### src/rtl/duty_slew_if.sv
// Control-side bundle between the slew controller and its environment:
// raw switch word and hold in, duty word and status out.
interface duty_slew_if #(
    parameter int WIDTH = 8
);
    logic [WIDTH-1:0] target_in;
    logic             hold;
    logic [WIDTH-1:0] duty_out;
    logic [WIDTH-1:0] target_q;
    logic             busy;
    logic             settled;

    modport master (
        output target_in, hold,
        input  duty_out, target_q, busy, settled
    );

    modport slave (
        input  target_in, hold,
        output duty_out, target_q, busy, settled
    );
endinterface

### src/rtl/duty_slew_ctrl.sv
// Synchronizes and debounces a raw switch word into a target, then slews the
// PWM duty word toward it in bounded steps at a prescaled tick rate.
module duty_slew_ctrl #(
    parameter int WIDTH         = 8,
    parameter int SYNC_STAGES   = 2,
    parameter int STABLE_CYCLES = 16,
    parameter int TICK_DIV      = 256,
    parameter int STEP          = 1
) (
    input  logic       clk,
    input  logic       rst,
    duty_slew_if.slave bus
);
    localparam int CNT_W = (STABLE_CYCLES > 1) ? $clog2(STABLE_CYCLES) : 1;
    localparam int PRE_W = (TICK_DIV > 1) ? $clog2(TICK_DIV) : 1;
    localparam logic [CNT_W-1:0] CNT_MAX  = CNT_W'(STABLE_CYCLES - 1);
    localparam logic [PRE_W-1:0] PRE_MAX  = PRE_W'(TICK_DIV - 1);
    localparam logic [WIDTH:0]   STEP_EXT = (WIDTH + 1)'(STEP);
    localparam logic [WIDTH-1:0] STEP_W   = WIDTH'(STEP);

    typedef enum logic [1:0] {IDLE, UP, DOWN} state_t;

    logic [WIDTH-1:0] r_sync [SYNC_STAGES];
    logic [WIDTH-1:0] r_cand;
    logic [CNT_W-1:0] r_cnt;
    logic [WIDTH-1:0] r_target_q;
    logic [PRE_W-1:0] r_presc;
    logic [WIDTH-1:0] r_duty;
    logic             r_settled;
    state_t           r_state;

    logic [WIDTH-1:0] w_sync_val;
    logic             w_tick;
    logic [WIDTH:0]   w_up_diff;
    logic [WIDTH:0]   w_dn_diff;
    state_t           w_state_next;
    logic [WIDTH-1:0] w_duty_next;
    logic             w_settle;

    always_ff @(posedge clk or posedge rst) begin
        if (rst) begin
            for (int i = 0; i < SYNC_STAGES; i++) r_sync[i] <= '0;
        end else begin
            r_sync[0] <= bus.target_in;
            for (int i = 1; i < SYNC_STAGES; i++) r_sync[i] <= r_sync[i-1];
        end
    end

    assign w_sync_val = r_sync[SYNC_STAGES-1];

    // Counter saturates once the candidate is accepted, so target_q keeps
    // being refreshed with the same value while the input stays steady.
    always_ff @(posedge clk or posedge rst) begin
        if (rst) begin
            r_cand     <= '0;
            r_cnt      <= '0;
            r_target_q <= '0;
        end else if (w_sync_val != r_cand) begin
            r_cand <= w_sync_val;
            r_cnt  <= '0;
        end else if (r_cnt == CNT_MAX) begin
            r_target_q <= r_cand;
        end else begin
            r_cnt <= r_cnt + 1'b1;
        end
    end

    always_ff @(posedge clk or posedge rst) begin
        if (rst)                   r_presc <= '0;
        else if (r_presc == PRE_MAX) r_presc <= '0;
        else                       r_presc <= r_presc + 1'b1;
    end

    assign w_tick    = (r_presc == PRE_MAX);
    assign w_up_diff = {1'b0, r_target_q} - {1'b0, r_duty};
    assign w_dn_diff = {1'b0, r_duty} - {1'b0, r_target_q};

    // Final step lands exactly on the target, so the duty can neither
    // overshoot nor wrap past either end of the range.
    always_comb begin
        w_state_next = r_state;
        w_duty_next  = r_duty;
        w_settle     = 1'b0;
        if (w_tick && !bus.hold) begin
            case (r_state)
                IDLE: begin
                    if (r_target_q > r_duty)      w_state_next = UP;
                    else if (r_target_q < r_duty) w_state_next = DOWN;
                end
                UP: begin
                    if (r_target_q < r_duty) begin
                        w_state_next = DOWN;
                    end else if (w_up_diff <= STEP_EXT) begin
                        w_duty_next  = r_target_q;
                        w_state_next = IDLE;
                        w_settle     = 1'b1;
                    end else begin
                        w_duty_next = r_duty + STEP_W;
                    end
                end
                DOWN: begin
                    if (r_target_q > r_duty) begin
                        w_state_next = UP;
                    end else if (w_dn_diff <= STEP_EXT) begin
                        w_duty_next  = r_target_q;
                        w_state_next = IDLE;
                        w_settle     = 1'b1;
                    end else begin
                        w_duty_next = r_duty - STEP_W;
                    end
                end
                default: w_state_next = IDLE;
            endcase
        end
    end

    always_ff @(posedge clk or posedge rst) begin
        if (rst) begin
            r_state   <= IDLE;
            r_duty    <= '0;
            r_settled <= 1'b0;
        end else begin
            r_state   <= w_state_next;
            r_duty    <= w_duty_next;
            r_settled <= w_settle;
        end
    end

    assign bus.duty_out = r_duty;
    assign bus.target_q = r_target_q;
    assign bus.busy     = (r_state != IDLE);
    assign bus.settled  = r_settled;
endmodule

### src/flat_wrapper.sv
// flat-port wrapper written by rule: the top's interface ports become plain ports
module duty_slew_ctrl_flat 
#(
    parameter int WIDTH         = 8,
    parameter int SYNC_STAGES   = 2,
    parameter int STABLE_CYCLES = 16,
    parameter int TICK_DIV      = 256,
    parameter int STEP          = 1
)
  (clk, rst, bus_target_in, bus_hold, bus_duty_out, bus_target_q, bus_busy, bus_settled);
  duty_slew_if #(.WIDTH(WIDTH)) bus_i ();
  input  logic clk;
  input  logic rst;
  input wire logic [$bits(bus_i.target_in)-1:0] bus_target_in;
  input wire logic [$bits(bus_i.hold)-1:0] bus_hold;
  output wire logic [$bits(bus_i.duty_out)-1:0] bus_duty_out;
  output wire logic [$bits(bus_i.target_q)-1:0] bus_target_q;
  output wire logic [$bits(bus_i.busy)-1:0] bus_busy;
  output wire logic [$bits(bus_i.settled)-1:0] bus_settled;
  assign bus_i.target_in = bus_target_in;
  assign bus_i.hold = bus_hold;
  assign bus_duty_out = bus_i.duty_out;
  assign bus_target_q = bus_i.target_q;
  assign bus_busy = bus_i.busy;
  assign bus_settled = bus_i.settled;
  duty_slew_ctrl #(.WIDTH(WIDTH), .SYNC_STAGES(SYNC_STAGES), .STABLE_CYCLES(STABLE_CYCLES), .TICK_DIV(TICK_DIV), .STEP(STEP)) u_core (.clk(clk), .rst(rst), .bus(bus_i));
endmodule
### config.mk
export PLATFORM = sky130hd
export DESIGN_NAME = duty_slew_ctrl_flat
export DESIGN_NICKNAME = d
export VERILOG_FILES = /design/src/rtl/duty_slew_if.sv /design/src/rtl/duty_slew_ctrl.sv /design/src/flat_wrapper.sv
export SDC_FILE = /design/constraint.sdc
export NUM_CORES = 1
export LEC_CHECK = 0
export BUFFER_PORTS_ARGS = -buffer_cell sky130_fd_sc_hd__buf_2
export CAP_MARGIN = 20
export CORE_MARGIN = 3
export CORE_UTILIZATION = 60
export CTS_CLUSTER_SIZE = 10
export DETAILED_ROUTE_END_ITERATION = 7
export PLACE_DENSITY = 0.9
export SYNTH_ARGS = -nofsm -noshare
export SYNTH_HDL_FRONTEND = slang
export SYNTH_SLANG_ARGS = --single-unit
### constraint.sdc
create_clock -name clk -period 3.3 [get_ports clk]
set_input_delay 0.66 -clock clk [delete_from_list [all_inputs] [get_ports clk]]
set_output_delay 0.66 -clock clk [all_outputs]
set_load 0.05 [all_outputs]
# Word-level counts from Yosys, hierarchy flattened
# Index checks and enable logic that the tools add are counted.
[classes]
add_sub_neg = 6
magnitude_cmp = 4
eq_ne = 11
muxes = 21
bitwise_logic = 1
n_reduce_logical = 8
[ops]
columns = ["op", "n"]
rows = [
  ["8-bit 2-to-1 mux", 5],
  ["9-bit by 1-bit less-or-equal comparator with 1-bit output, second input constant", 2],
  ["8-bit by 8-bit subtractor with 9-bit output", 2],
  ["8-bit by 1-bit adder with 8-bit output, second input constant", 2],
  ["8-bit one-hot mux with 2 select lines", 1],
  ["2-bit 2-to-1 mux", 6],
  ["3-bit by 1-bit != test with 1-bit output, second input constant", 3],
  ["8-bit equality test, second input constant", 1],
  ["8-bit greater-than comparator", 1],
  ["8-bit < comparator", 1],
  ["4-bit 2-to-1 mux", 2],
  ["8-bit != test", 1],
  ["4-bit AND reduction", 2],
  ["8-bit by 1-bit subtractor with 8-bit output, second input constant", 1],
  ["2-bit one-hot mux with 3 select lines", 1],
  ["1-bit 2-to-1 mux", 5],
  ["4-bit by 1-bit adder with 4-bit output, second input constant", 1],
  ["4-bit equality test, second input constant", 1],
  ["2-bit != test, second input constant", 2],
  ["2-bit nonzero test", 2],
  ["2-bit by 1-bit equality test with 1-bit output, second input constant", 1],
  ["2-bit equality test, second input constant", 1],
  ["2-bit zero test", 1],
  ["2-bit by 1-bit != test with 1-bit output, second input constant", 1],
  ["other kinds (5)", 5],
]
[totals]
register_bits = 55
input_bits = 11
out_inout_bits = 18
elab_cells = 60

# Longest topological paths before layout
# Gate-level depths: netlist (run 1).
[logic_depth]
ltp_word = 6
mapped_depth = 12
ltp_nobuf = 12

# Worst setup path after synthesis (run 1)
# No wires, ideal clock.
[synth_path]
path_type = "register -> register"
startpoint = "reg u_core.r_duty[0], in the netlist u_core.bus.duty_out[0]"
endpoint = "reg u_core.r_duty[1], in the netlist u_core.bus.duty_out[1]"
setup_time_ns = 0.130
arrival_time_ns = 3.058
t_required_ns = 3.170
slack_ns = 0.112
stages_incl_launch_ff = 13
path_buffers = 0
synth_period_minus_slack_ns = 3.188
cell_sequence = "dfrtp_1 > inv_1 > ha_1 > inv_1 > fa_1 > xor2_1 > a211o_1 > nor4_2 > nand4_1 > o21a_2 > mux2_2 > a311oi_1 > a21oi_1"
[synth_via]
elab_chain_cells = 5
word_cells_on_any_way = 16
classes_between = "add/sub: 4; order compare: 4; eq/ne: 2; mux: 5; reduce/logical: 1"
[synth_rtl]
columns = ["item", "line", "rtl"]
rows = [
  ["start, declared", "duty_slew_ctrl.sv:28", "logic [WIDTH-1:0] r_duty;"],
  ["start signal, assigned", "duty_slew_ctrl.sv:124", "r_duty <= w_duty_next;"],
  ["8-bit by 8-bit subtractor with 9-bit output, on equally long branches", "duty_slew_ctrl.sv:76, duty_slew_ctrl.sv:75", ""],
  ["9-bit by 1-bit less-or-equal comparator with 1-bit output, on equally long branches", "duty_slew_ctrl.sv:104, duty_slew_ctrl.sv:93", ""],
  ["8-bit 2-to-1 mux, on equally long branches", "duty_slew_ctrl.sv:104, duty_slew_ctrl.sv:93", ""],
  ["8-bit 2-to-1 mux, on equally long branches", "duty_slew_ctrl.sv:102, duty_slew_ctrl.sv:91", ""],
  ["8-bit one-hot mux with 2 select lines", "duty_slew_ctrl.sv:85", "case (r_state)"],
]
# Parallel ways exist; a longest one is shown, timed or not. The select of a mux whose other input is x is not followed.
# A chain may end at the register's enable or synchronous reset.

# Worst setup path after layout (run 1)
[layout_path]
startpoint = "reg u_core.r_target_q[5], in the netlist u_core.bus.target_q[5]"
endpoint = "reg u_core.r_duty[1], in the netlist u_core.bus.duty_out[1]"
[layout_via]
elab_chain_cells = 5
word_cells_on_any_way = 14
classes_between = "add/sub: 2; order compare: 4; eq/ne: 2; mux: 5; reduce/logical: 1"
[layout_rtl]
columns = ["item", "line", "rtl"]
rows = [
  ["start, declared", "duty_slew_ctrl.sv:26", "logic [WIDTH-1:0] r_target_q;"],
  ["start signal, assigned", "duty_slew_ctrl.sv:62", "r_target_q <= r_cand;"],
  ["8-bit by 8-bit subtractor with 9-bit output, on equally long branches", "duty_slew_ctrl.sv:76, duty_slew_ctrl.sv:75", ""],
  ["9-bit by 1-bit less-or-equal comparator with 1-bit output, on equally long branches", "duty_slew_ctrl.sv:104, duty_slew_ctrl.sv:93", ""],
  ["8-bit 2-to-1 mux, on equally long branches", "duty_slew_ctrl.sv:104, duty_slew_ctrl.sv:93", ""],
  ["8-bit 2-to-1 mux, on equally long branches", "duty_slew_ctrl.sv:102, duty_slew_ctrl.sv:91", ""],
  ["8-bit one-hot mux with 2 select lines", "duty_slew_ctrl.sv:85", ""],
]
# Parallel ways exist; a longest one is shown, timed or not. The select of a mux whose other input is x is not followed.

==> results of run 1 <==
## cell type report
class	count	area (um2)
clock buffers	8	100
fillers	388	1520
repair buffers	42	258
multi-input cells	245	1750
well taps	70	87.6
flip-flops and latches	55	1380
inverters	30	113
## power breakdown
part	switching, uW	internal, uW
clock network	198	192
logic	17.6	11.3
registers	8.50	688
## worst max-delay path by stage
stage,start,endpoint,slack (ns),cells past startpoint
floorplan,u_core.bus.duty_out[0],u_core.bus.duty_out[1],0.11,12
global placement,u_core.bus.duty_out[0],u_core.bus.duty_out[1],0.28,12
detailed placement,u_core.bus.duty_out[1],u_core.r_state[1],0.21,10
CTS,u_core.bus.duty_out[1],u_core.r_state[1],0.19,10
global route,u_core.bus.duty_out[0],u_core.bus.duty_out[1],0.009,12
finish,u_core.bus.target_q[5],u_core.bus.duty_out[1],0.22,10
## timing repair
item	4_1_cts	5_1_grt
setup endpoints to repair	0	3
resized for setup	0	5
setup buffers	0	4
## stage by stage
stage / hold WS (ns) / instances / area [um2]
global placement: 0.332 / 437 / 3510
global route: 0.307 / 450 / 3680
CTS: 0.358 / 445 / 3610
floorplan: 0.331 / 348 / 3290
detailed placement: 0.339 / 437 / 3510
finish: 0.295 / 450 / 3680
## cell families after synthesis
logic type,count (synthesis),synth area share (%)
AO/OA/AOI/OAI,89,18.8
XOR/XNOR,23,6.11
adder cells (fa/ha/maj),26,10.3
buffers and inverters,48,5.96
flip-flops,55,41.8
multiplexers,5,1.60
AND/OR/NAND/NOR,102,15.4
## routing by layer
| layer | vias up | part of all wire (%) | GRT usage [%] |
|---|---|---|---|
| met5 | - | 0 | 0 |
| met4 | 0 | 2.4 | 8.11 |
| met3 | 25 | 6.9 | 4.26 |
| met2 | 147 | 51 | 39.8 |
| met1 | 1300 | 39 | 29.1 |
| li1 | 1282 | - | - |
## synth_stat cells (2+ instances only)
cell,instances,area (um2)
sky130_fd_sc_hd__a211o_1,2,17.5
sky130_fd_sc_hd__a211oi_1,2,15.0
sky130_fd_sc_hd__a21oi_1,21,105
sky130_fd_sc_hd__a221oi_1,2,17.5
sky130_fd_sc_hd__a22o_1,2,17.5
sky130_fd_sc_hd__a22oi_1,4,30.0
sky130_fd_sc_hd__a2bb2oi_1,2,17.5
sky130_fd_sc_hd__a31oi_1,3,18.8
sky130_fd_sc_hd__and3_1,2,12.5
sky130_fd_sc_hd__buf_2,4,20.0
sky130_fd_sc_hd__clkbuf_1,12,45.0
sky130_fd_sc_hd__dfrtp_1,55,1380
sky130_fd_sc_hd__fa_1,2,40.0
sky130_fd_sc_hd__ha_1,24,300
sky130_fd_sc_hd__inv_1,29,109
sky130_fd_sc_hd__mux2i_1,3,30.0
sky130_fd_sc_hd__nand2_1,26,97.6
sky130_fd_sc_hd__nand2b_1,8,50.1
sky130_fd_sc_hd__nand3_1,13,65.1
sky130_fd_sc_hd__nand4_1,3,18.8
sky130_fd_sc_hd__nor2_1,22,82.6
sky130_fd_sc_hd__nor3_1,10,50.1
sky130_fd_sc_hd__nor3b_1,4,30.0
sky130_fd_sc_hd__nor4_1,4,25.0
sky130_fd_sc_hd__o211ai_1,3,22.5
sky130_fd_sc_hd__o21ai_0,22,110
sky130_fd_sc_hd__o21ai_1,2,10.0
sky130_fd_sc_hd__o22ai_1,2,12.5
sky130_fd_sc_hd__o2bb2ai_1,2,17.5
sky130_fd_sc_hd__xnor2_1,11,96.3
sky130_fd_sc_hd__xor2_1,12,105
## sequential cells by signal, summed over array words and instances, names as in the netlist
signal,flops
u_core.bus.settled,1
u_core.r_state,2
u_core.r_cnt,4
u_core.r_cand,8
u_core.bus.target_q,8
u_core.bus.duty_out,8
u_core.r_sync,8
u_core.r_presc,8
u_core.w_sync_val,8
## critical path: stages, from the launching register on
cell and delay, ns:
sky130_fd_sc_hd__dfrtp_1 0.42, sky130_fd_sc_hd__inv_1 0.12, sky130_fd_sc_hd__ha_1 0.58, sky130_fd_sc_hd__a21oi_1 0.16
sky130_fd_sc_hd__o211ai_1 0.20, sky130_fd_sc_hd__o21ai_0 0.17, sky130_fd_sc_hd__a2111oi_4 0.45, sky130_fd_sc_hd__a21oi_2 0.22
sky130_fd_sc_hd__mux2_2 0.32, sky130_fd_sc_hd__a311oi_2 0.24, sky130_fd_sc_hd__a21oi_1 0.06
==> results.cfg, run 1 <==
[status]
run_status = completed

[floorplan]
die_width_um = 80.1
die-height_um = 80.1
die-area_um2 = 6420
num_rows = 26
core_um2 = 5200
floorplan.initialDensity_pct = 63.3
ioPinCount = 29

[cts]
tritoncts = yes
htree_levels = 2
post_cts_hold_fix_bufs = 0
insertion_delay_ns = 0.30
worst_setup_hold_path_clk_slew_ns = 0.09
cts_root_buf = sky130_fd_sc_hd__clkbuf_8
cts-root-to-sink-buffers = 2
cts-buffers-inserted = 5
clock-sinks = 55

[timing]
min_clock_period_post_route_ns = 3.08
skew_ns = 0.00745
relative_max_transition_margin_pct = 43.5
final_critical_path_setup_slack_ns = 0.223
worst_pin_slew_ns = 0.845
final_clock_period_utilization_by_the_worst_path_pct = 93.2
timing_max_transition_violations_final = 0
grt_setup_unrepaired = false
setup_viol = 0
timing_hold_violations_final = 0
fmax_mhz = 325
setup_tns_ns = 0

[worst_setup_path]
critical_path_class = reg -> reg
worst-r2r-setup-slack_ns = 0.22
timing.critical_path.fanout_max = 15
setup.worst_path.end_class = register
cp-start-kind = register
worst-r2r-cell-count = 10
r2r_start = u_core.bus.target_q[5]
worstPathRequired_ns = 3.48
cp_data_arrival_time_ns = 3.25
regToRegEndpoint = u_core.bus.duty_out[1]

[global_route]
initial_antenna_violation_count = 0
grt_start_max_net_pins = 56
globalRoute.totalOverflow = 0
via_count_of_the_first_global_routing_pass = 2536
grt_first_pass_wirelength_mm = 11.6
gr-usage-all-layers_pct = 23.1

[routing]
detail_route.wl_per_cell_um = 16.2
dr_total_vias = 2754
drt_iter0_drc = 231
ant_nets = 0
vias_per_cell = 6.12
drcViolationCount = 0
drt_wl_total_mm = 7.29
drt_pass1_iterations = 6

[final_layout]
layout_common_cells = 54 x sky130_fd_sc_hd__dfrtp_1, 28 x sky130_fd_sc_hd__inv_1, 28 x sky130_fd_sc_hd__buf_2, 26 x sky130_fd_sc_hd__nand2_1, 24 x sky130_fd_sc_hd__ha_1
finalNetCount = 416
fin_util_pct = 70.7
syn_to_final_growth_pct = 11.7
n_antenna_cell = 0
final_common_cell = sky130_fd_sc_hd__dfrtp_1
share_of_layout_cells_above_drive_strength_1_pct = 17.6

[power]
powerDensity_nw_per_um2 = 303
overall_power_after_layout_uw = 1120
vdd_ir_drop_max_uv = 458
static-leakage-power_uw = 0.00157

[synth]
synth.lib_cells_used.distinct = 66
synthCells = 348
synth_top_flop_cell = sky130_fd_sc_hd__dfrtp_1
async_reset_ff_share_pct = 100
yosys_warnings = 0
synth-edff-count = 0
yosys_register_bits = 55
synth-seq-area-share_pct = 41.8
synth.net_count = 385
syn-cell-area_um2 = 3290
syn_area_cell_um2 = 9.47

[placed_design]
total_of_buffers_placed_on_input_and_output_ports = 28
place_ws_ns = 0.211
final_estimated_routing_congestion_in_global_placement = 0.990
hpwl_mm = 5.47

[flow_run]
timing.max_cap.violations = 0

[hold_path]
hold_path_class = in -> async
Power figures use the tool's default switching activity.
==> run 2, diff against run 1 <==
--- a/config.mk
+++ b/config.mk
@@ -14,2 +14,3 @@
 export PLACE_DENSITY = 0.9
+export SETUP_SLACK_MARGIN = 0.4
 export SYNTH_ARGS = -nofsm -noshare
==> constraint.sdc (replaced) <==
create_clock -name clk -period 3.3 [get_ports clk]
set_input_delay 0.99 -clock clk [delete_from_list [all_inputs] [get_ports clk]]
set_output_delay 0.99 -clock clk [all_outputs]
set_load 0.05 [all_outputs]
==> run 2 against run 1 <==
Clock skew grew 0.0072 ns. Combinational power shrank 6%. Fmax rose by 1.0%. Highest routed layer unchanged. First-iteration DRC count rose by 100%. Clock power grew 10%.
==> results.cfg, run 2 (synthesized netlist as in run 1, its figures left out) <==
[status]
run_status = completed

[global_route]
initial_antenna_violation_count = 0
globalRoute.totalOverflow = 0
via_count_of_the_first_global_routing_pass = 2827
gr-usage-all-layers_pct = 26.7
grt_first_pass_wirelength_mm = 13.3
grt_start_max_net_pins = 56

[power]
vdd_ir_drop_max_uv = 434
static-leakage-power_uw = 0.00164
powerDensity_nw_per_um2 = 290

[floorplan]
die-height_um = 80.1
die_width_um = 80.1
die-area_um2 = 6420
floorplan.initialDensity_pct = 63.3
core_um2 = 5200
num_rows = 26
ioPinCount = 29

[worst_setup_path]
cell_family_with_the_largest_share_of_critical_path_delay = compound AO/OA/AOI/OAI gates
cpMaxStageDelayCell = sky130_fd_sc_hd__a221o_2
critical_path_class = reg -> reg
regToRegEndpoint = u_core.bus.duty_out[1]
cp-start-kind = register
worstPathRequired_ns = 3.48
setup.worst_path.end_class = register
worst-r2r-setup-slack_ns = 0.25
worst-r2r-cell-count = 10
critical-path-max-stage-delay_ns = 0.47
path_buf_inv = 2
r2r_start = u_core.bus.target_q[3]
cp_data_arrival_time_ns = 3.23
crit_path_cell_trace = inv_1, ha_2, nand2_1, a211o_1, a31o_1, and2_1, a221o_2, buf_4, a311oi_2, a21oi_1
timing.critical_path.fanout_max = 8

[routing]
drt_iter0_drc = 472
drcViolationCount = 0
drt_wl_total_mm = 9.78
dr_total_vias = 3131
detail_route.wl_per_cell_um = 21.1
ant_nets = 0
drt_pass1_iterations = 6
vias_per_cell = 6.75

[timing]
setup_tns_ns = 0
worst_pin_slew_ns = 0.887
skew_ns = 0.0146
timing_max_transition_violations_final = 0
timing_hold_violations_final = 0
fmax_mhz = 328
setup_viol = 0
grt_setup_unrepaired = true
min_clock_period_post_route_ns = 3.05
timing.hold.ws_ns = 0.344
final_clock_period_utilization_by_the_worst_path_pct = 92.3
relative_max_transition_margin_pct = 40.7

[cts]
insertion_delay_ns = 0.31
tritoncts = yes
htree_levels = 2
clock-sinks = 55
cts_root_buf = sky130_fd_sc_hd__clkbuf_8
cts-root-to-sink-buffers = 2
cts-buffers-inserted = 5
worst_setup_hold_path_clk_slew_ns = 0.10

[placed_design]
hpwl_mm = 5.50
total_of_buffers_placed_on_input_and_output_ports = 28
final_estimated_routing_congestion_in_global_placement = 0.963

[hold_path]
hold_path_class = reg -> reg
hold_path_startpoint = u_core.r_sync[14]
timing.hold.worst_path_depth = 0
min_delay_worst_endpoint = u_core.w_sync_val[6]

[flow_run]
timing.max_cap.violations = 0

[final_layout]
multiInputGateArea_um2 = 1930
num-fill-cells = 314
layout_common_cells = 42 x sky130_fd_sc_hd__dfrtp_1, 28 x sky130_fd_sc_hd__buf_2, 25 x sky130_fd_sc_hd__nand2_1, 23 x sky130_fd_sc_hd__inv_1, 22 x sky130_fd_sc_hd__nor2_1
seq_area_um2 = 1390
finalNetCount = 430
final_common_cell = sky130_fd_sc_hd__dfrtp_1
share_of_layout_cells_above_drive_strength_1_pct = 30.2
n_antenna_cell = 0
syn_to_final_growth_pct = 21.0
[run 2: worst max path at each step]
stage,startpoint,end,cells past startpoint
after floorplan,u_core.bus.duty_out[0],u_core.bus.duty_out[1],12
after global placement,u_core.bus.duty_out[5],u_core.bus.duty_out[3],9
after detailed placement,u_core.bus.duty_out[0],u_core.r_state[1],11
after CTS,u_core.bus.target_q[1],u_core.bus.duty_out[3],10
after global routing,u_core.bus.duty_out[0],u_core.bus.duty_out[6],13
final,u_core.bus.target_q[3],u_core.bus.duty_out[1],10
[run 2: where the power goes]
| part | switching, uW | internal [uW] |
|---|---|---|
| registers | 9.30 | 688 |
| logic | 17.7 | 9.62 |
| clock network | 202 | 227 |
| total | 229 | 925 |
[run 2: cell type report]
| class | instances | share of cell area, % |
|---|---|---|
| clock buffer | 7 | 1.92 |
| timing repair buffer | 54 | 8.89 |
| inverter | 30 | 2.92 |
| multi-input combinational | 247 | 48.4 |
| clock inverter | 1 | 0.754 |
| tap | 70 | 2.20 |
| sequential | 55 | 34.9 |
[run 2: repair_timing]
| action | in CTS | in global routing |
|---|---|---|
| pin swaps | 4 | 15 |
| resized for setup | 14 | 29 |
| buffers inserted | 7 | 13 |
| endpoints found under the setup margin | 10 | 10 |
| hold buffers | 0 | 0 |
| gates cloned | 0 | 2 |
[run 2: stage by stage]
step	util [%]	cells	worst slack, ns	area (um2)	total power [uW]
final	76.6	464	0.255	3990	1150
after global routing	76.6	464	0.150	3990	1190
after CTS	72.0	449	0.326	3750	1160
after detailed placement	67.6	434	0.228	3520	739
after global placement	67.6	434	0.296	3520	736
after floorplan	-	348	0.408	3330	727
[run 2: layer usage]
| metal | part of all wire, % | global-route usage [%] | routed length, um | vias up |
|---|---|---|---|---|
| li1 | - | - | - | 1314 |
| met2 | 48 | 47.6 | 4730 | 248 |
| met4 | 7.1 | 8.45 | 696 | 0 |
| met5 | 0 | 0 | 0 | - |
| met3 | 7.9 | 2.80 | 769 | 88 |
| met1 | 37 | 34.1 | 3580 | 1481 |
[run 2: worst reg2reg max path: stages, from the launching register on]
cell and delay [ns]:
sky130_fd_sc_hd__dfrtp_2 0.40, sky130_fd_sc_hd__inv_1 0.10, sky130_fd_sc_hd__ha_2 0.44, sky130_fd_sc_hd__nand2_1 0.17, sky130_fd_sc_hd__a211o_1 0.30, sky130_fd_sc_hd__a31o_1 0.24, sky130_fd_sc_hd__and2_1 0.25, sky130_fd_sc_hd__a221o_2 0.47
sky130_fd_sc_hd__buf_4 0.18, sky130_fd_sc_hd__a311oi_2 0.30, sky130_fd_sc_hd__a21oi_1 0.08
